===== src/rtl/msg_buf_mem.sv =====
// msg_buf_mem: Wishbone-pipelined slave holding an NCHARS-character message
// buffer, presented as a printable frame "0","x",char[0..NCHARS-1],"\n","\r".
//
// Ports:
//   i_clk, i_reset_n      clock, async active-low reset
//   i_cyc, i_stb, i_we    bus cycle / strobe / write enable
//   i_addr[AW], i_data[W] frame address, write character
//   i_clear               pulse: start the NCHARS-cycle buffer clear sequence
//   o_stall               request not accepted (high only while clearing)
//   o_ack, o_data[W]      one ack per accepted request, LAT cycles later
//   o_busy                clear sequence in progress
//
// Optional build macro HEX_ENCODE_EN: data-region reads return the ASCII hex
// digit of the stored character's low nibble instead of the raw value.
module msg_buf_mem #(
  parameter int NCHARS = 8,
  parameter int W      = 8,
  parameter int AW     = 5,
  parameter int LAT    = 1
) (
  input  logic          i_clk,
  input  logic          i_reset_n,
  input  logic          i_cyc,
  input  logic          i_stb,
  input  logic          i_we,
  input  logic [AW-1:0] i_addr,
  input  logic [W-1:0]  i_data,
  input  logic          i_clear,
  output logic          o_stall,
  output logic          o_ack,
  output logic [W-1:0]  o_data,
  output logic          o_busy
);

  localparam int IW = (NCHARS > 1) ? $clog2(NCHARS) : 1;

  if (NCHARS < 1 || W < 8 || LAT < 1 || LAT > 4 || (NCHARS + 4) > (2 ** AW)) begin : g_bad_cfg
    $error("msg_buf_mem: illegal parameters (need NCHARS>=1, W>=8, 1<=LAT<=4, NCHARS+4<=2**AW)");
  end

  typedef enum logic {IDLE, CLEAR} state_t;

  state_t                   state;
  logic [IW-1:0]            idx;
  logic                     busy;
  logic [NCHARS-1:0][W-1:0] mem;

  logic                     accept;
  logic                     in_data;
  logic [IW-1:0]            cidx;
  logic [31:0]              a;
  logic [W-1:0]             rd_val;
  logic                     vld_in;
  logic [W-1:0]             dat_in;
  logic [LAT:1]             vld_pipe;
  logic [LAT:1][W-1:0]      dat_pipe;

  assign o_busy  = busy;
  assign o_stall = busy;
  assign accept  = i_cyc & i_stb & ~busy;

  // Frame decode; read data is taken from storage as it stands before this
  // edge, so a write lands in time for a read in the following cycle.
  always_comb begin
    a       = 32'(i_addr);
    in_data = (a >= 32'd2) && (a < 32'(NCHARS + 2));
    cidx    = in_data ? IW'(a - 32'd2) : '0;
    rd_val  = '0;
    if (a == 32'd0)                       rd_val = W'(8'h30);
    else if (a == 32'd1)                  rd_val = W'(8'h78);
    else if (in_data) begin
`ifdef HEX_ENCODE_EN
      if (mem[cidx][3:0] < 4'd10) rd_val = W'(8'h30 + {4'd0, mem[cidx][3:0]});
      else                        rd_val = W'(8'h57 + {4'd0, mem[cidx][3:0]});
`else
      rd_val = mem[cidx];
`endif
    end
    else if (a == 32'(NCHARS + 2))        rd_val = W'(8'h0a);
    else if (a == 32'(NCHARS + 3))        rd_val = W'(8'h0d);
  end

  // Writes carry zero data on their ack; idle stages carry zero so o_data
  // is 0 whenever o_ack is low.
  assign vld_in = accept;
  assign dat_in = (accept && !i_we) ? rd_val : '0;

  // Ack pipeline: dropping i_cyc kills everything in flight.
  always_ff @(posedge i_clk or negedge i_reset_n) begin
    if (!i_reset_n) begin
      vld_pipe <= '0;
      dat_pipe <= '0;
    end else if (!i_cyc) begin
      vld_pipe <= '0;
      dat_pipe <= '0;
    end else begin
      vld_pipe[1] <= vld_in;
      dat_pipe[1] <= dat_in;
      for (int s = 2; s <= LAT; s++) begin
        vld_pipe[s] <= vld_pipe[s-1];
        dat_pipe[s] <= dat_pipe[s-1];
      end
    end
  end

  assign o_ack  = vld_pipe[LAT];
  assign o_data = dat_pipe[LAT];

  // Storage and clear FSM. Requests are stalled in CLEAR, so a bus write and
  // a clear write never target storage in the same cycle; a write accepted
  // alongside i_clear commits now and is wiped later by the sweep.
  always_ff @(posedge i_clk or negedge i_reset_n) begin
    if (!i_reset_n) begin
      mem   <= '0;
      state <= IDLE;
      idx   <= '0;
      busy  <= 1'b0;
    end else begin
      if (accept && i_we && in_data) mem[cidx] <= i_data;
      case (state)
        IDLE: begin
          if (i_clear) begin
            state <= CLEAR;
            idx   <= '0;
            busy  <= 1'b1;
          end
        end
        CLEAR: begin
          mem[idx] <= '0;
          if (idx == IW'(NCHARS - 1)) begin
            state <= IDLE;
            busy  <= 1'b0;
          end else begin
            idx <= idx + 1'b1;
          end
        end
        default: state <= IDLE;
      endcase
    end
  end

endmodule

===== config.mk =====
export PLATFORM = sky130hd
export DESIGN_NAME = msg_buf_mem
export DESIGN_NICKNAME = d
export VERILOG_FILES = /design/src/rtl/msg_buf_mem.sv
export SDC_FILE = /design/constraint.sdc
export NUM_CORES = 1
export LEC_CHECK = 0
export BUFFER_PORTS_ARGS = -buffer_cell sky130_fd_sc_hd__buf_2
export CORE_ASPECT_RATIO = 1.25
export CORE_MARGIN = 5
export CORE_UTILIZATION = 25
export DETAILED_ROUTE_END_ITERATION = 7
export SYNTH_ARGS = -nofsm -noshare
export SYNTH_HDL_FRONTEND = slang
export SYNTH_SLANG_ARGS = --single-unit

===== constraint.sdc =====
create_clock -name i_clk -period 1.8 [get_ports i_clk]
set_input_delay 0.09 -clock i_clk [delete_from_list [all_inputs] [get_ports i_clk]]
set_output_delay 0.09 -clock i_clk [all_outputs]
set_load 0.1 [all_outputs]

==> impl_metrics.csv <==
group,metric,value,unit
setup_path,critical_path_class,"flip-flop to flip-flop",
synthesis,synth-main-ff-cell,"dfrtp_1",
synthesis,async_flop_share,100.0,%
layout,antenna_cells,0,
sta,fin_crit_sh,98.99,%
routing,drt-initial-drc-count,204,
layout,drive_above_1_share,27.33,%
sta,fin_skew,0.01009,ns
placement,io_buffers,29,
global_routing,grt_max_degree,32,
routing,dr.pass1.iters,4,
sta,tightestPinTransition,0.6982,ns
floorplan,start_util,25.52,%
sta,setup_viol_count_final,0,
layout,fin_util,33.44,%
layout,mostFrequentLayoutCells,"dfrtp_1, nor2_1, mux2i_1, buf_4, nand2_1",
clock_tree,cts_max_level,3,
synthesis,netlist_area,0.003990,mm2
sta,slew_headroom,53.02,%
global_routing,antenna_found_initial,1,
routing,wl_per_cell,17.98,um
clock_tree,cts_buffers,9,
layout,design_area,0.005228,mm2
global_routing,grt_pass1_wl,19580,um
clock_tree,worstSkewPairLatency,0.34,ns
sta,max_freq,0.5612,GHz
layout,final_common_cell,"dfrtp_1",
synthesis,ys_ff_latch,78,
power_and_ir_drop,power.density,1011,mW/mm2
synthesis,synth_cell_types,53,
synthesis,syn_nets,414,
placement,dp_hpwl,9177,um
floorplan,rows,51,
setup_path,crit_path_max_incr_delay,0.47,ns
sta,final-hold-violation-count,0,
setup_path,critPathSlowestCell,"dfrtp_4",
sta,tns,0,ns
routing,vias,3329,
sta,slew_violations,0,
routing,finalWirelength,12300,um
placement,place.gp.congestion,0.9149,
setup_path,critPathArrivalTime,2.00,ns
synthesis,ys_warn_count,0,
global_routing,grt_usage,14.00,%
power_and_ir_drop,worst_ir_drop_vdd,1.069,mV
clock_tree,clk_pin_slew,0.06,ns
setup_path,cp_max_fo,8,
power_and_ir_drop,p_total,5.287,mW
floorplan,die-area,0.01860,mm2
global_routing,grt_pass1_vias,3448,
floorplan,die_h,151.2,um
clock_tree,cts_sinks,78,
run,drv_cap,0,
layout,nNetsFinal,490,
synthesis,synth-edff-count,0,
floorplan,ioPinCount,30,
sta,min_period,1.782,ns
clock_tree,clockBufferDepth,2,
global_routing,overflow,0,
placement,placed_area,0.004770,mm2
floorplan,die_w,123.0,um
setup_path,cp_cell_sequence,"nand4b_1 > buf_6 > buf_4 > nor2_4 > buf_6 > nand3_4 > mux2i_2 > nor2_1",
run_status,status,"completed",
routing,ant_nets,0,
sta,grt_setup_unrepaired,"yes",
setup_path,cp-start-kind,"flip-flop",
synthesis,syn_avg_cell_area,10.20,um2
routing,drc_errors,0,
setup_path,worstPathRequired,2.02,ns
synthesis,netlist_instances,391,
clock_tree,tritoncts,"yes",
setup_path,critPathCaptureType,"flip-flop",
clock_tree,root_buffer,"clkbuf_16",
hold_path,hp-class,"primary input to flip-flop",
layout,layout-area-overhead-vs-synth,31.01,%
synthesis,synth_seq_area_share,48.92,%
power_and_ir_drop,p_leak,2.537,nW
setup_path,crit_top_cell,"buf_6",
routing,vias_per_cell,4.867,
floorplan,core_area,0.01563,mm2
## report_power, final
group	internal (mW)	switching, mW
clock	1.25	0.726
combinational	0.442	0.876
sequential	1.88	0.107
## flip-flops by register name (all words and copies together), names as in the netlist
| register | flops |
|---|---|
| idx | 3 |
| mem | 64 |
| o_busy | 1 |
| o_ack | 1 |
| state | 1 |
| o_data | 8 |
## cell families after synthesis
family          share of synthesized area (%)
compound gates                          10.82
buf+inv                                 3.136
flops                                   48.92
xor+xnor                               0.6273
simple gates                            18.50
mux                                     16.75
fa+ha+maj                               1.254
## worst max-delay path: cells and delay by family, from the launching register on
family | cells | cell delay (ns)
flops | 1 | 0.47
buf+inv | 3 | 0.44
mux | 1 | 0.24
simple gates | 4 | 0.52
## cells in the mapped netlist, drive strengths merged (6+ instances only)
master | number | area, um2
nand2 | 31 | 118.9
nand3 | 25 | 147.7
mux2 | 6 | 67.56
dfrtp | 78 | 1952
buf | 8 | 53.80
inv | 6 | 22.52
o21ai | 8 | 40.03
nor3 | 11 | 77.57
clkbuf | 13 | 48.80
a21oi | 22 | 110.1
mux2i | 60 | 600.6
nor2 | 63 | 236.5
## through the flow
stage               hold slack [ns]  instances  setup WS (ns)
global placement            0.06357        661        -0.1138
floorplan                   -0.2056        391        -0.1132
finish                       0.1115        684        0.01821
detailed placement          0.06740        661        -0.1214
global route                 0.1221        684       -0.05736
CTS                         0.09831        684        0.01277
## repair_timing
item                                    CTS  global route
setup buffers                             3             0
endpoints found under the setup margin   15            34
resized for setup                         3            13
hold endpoints to repair                 31             0
pin swaps                                 0             6
hold buffers                              4             0
## layer usage
layer,global-route usage [%],part of all wire [%],routed length [um],up-vias
met3,2.540,5.1,632,24
li1,-,-,-,1547
met5,0,0.057,7,-
met1,17.42,41,5025,1661
met4,6.205,3.4,417,2
met2,23.58,51,6215,95
## final timing paths
path | start | slack (ns) | cells past startpoint | endpoint
setup / recovery | o_busy | 0.02 | 8 | mem[36]
hold / removal | i_data[7] | 0.11 | 3 | mem[63]
setup reg to reg | o_busy | 0.02 | 8 | mem[36]
hold reg to reg | mem[54] | 0.52 | 2 | mem[54]
max in group asynchronous | i_reset_n | 0.94 | 3 | mem[4]
min in group asynchronous | i_reset_n | 0.25 | 2 | mem[37]
## final cells by class
cell class | instances | area, um2
Inverter | 6 | 22.52
Tap cell | 212 | 265.3
Timing Repair Buffer | 86 | 658.1
Sequential cell | 78 | 1956
Clock buffer | 11 | 242.7
Clock inverter | 5 | 83.83
Fill cell | 1620 | 10410
Multi-Input combinational cell | 286 | 1999
No activity file was read; power rests on OpenSTA's default activity.
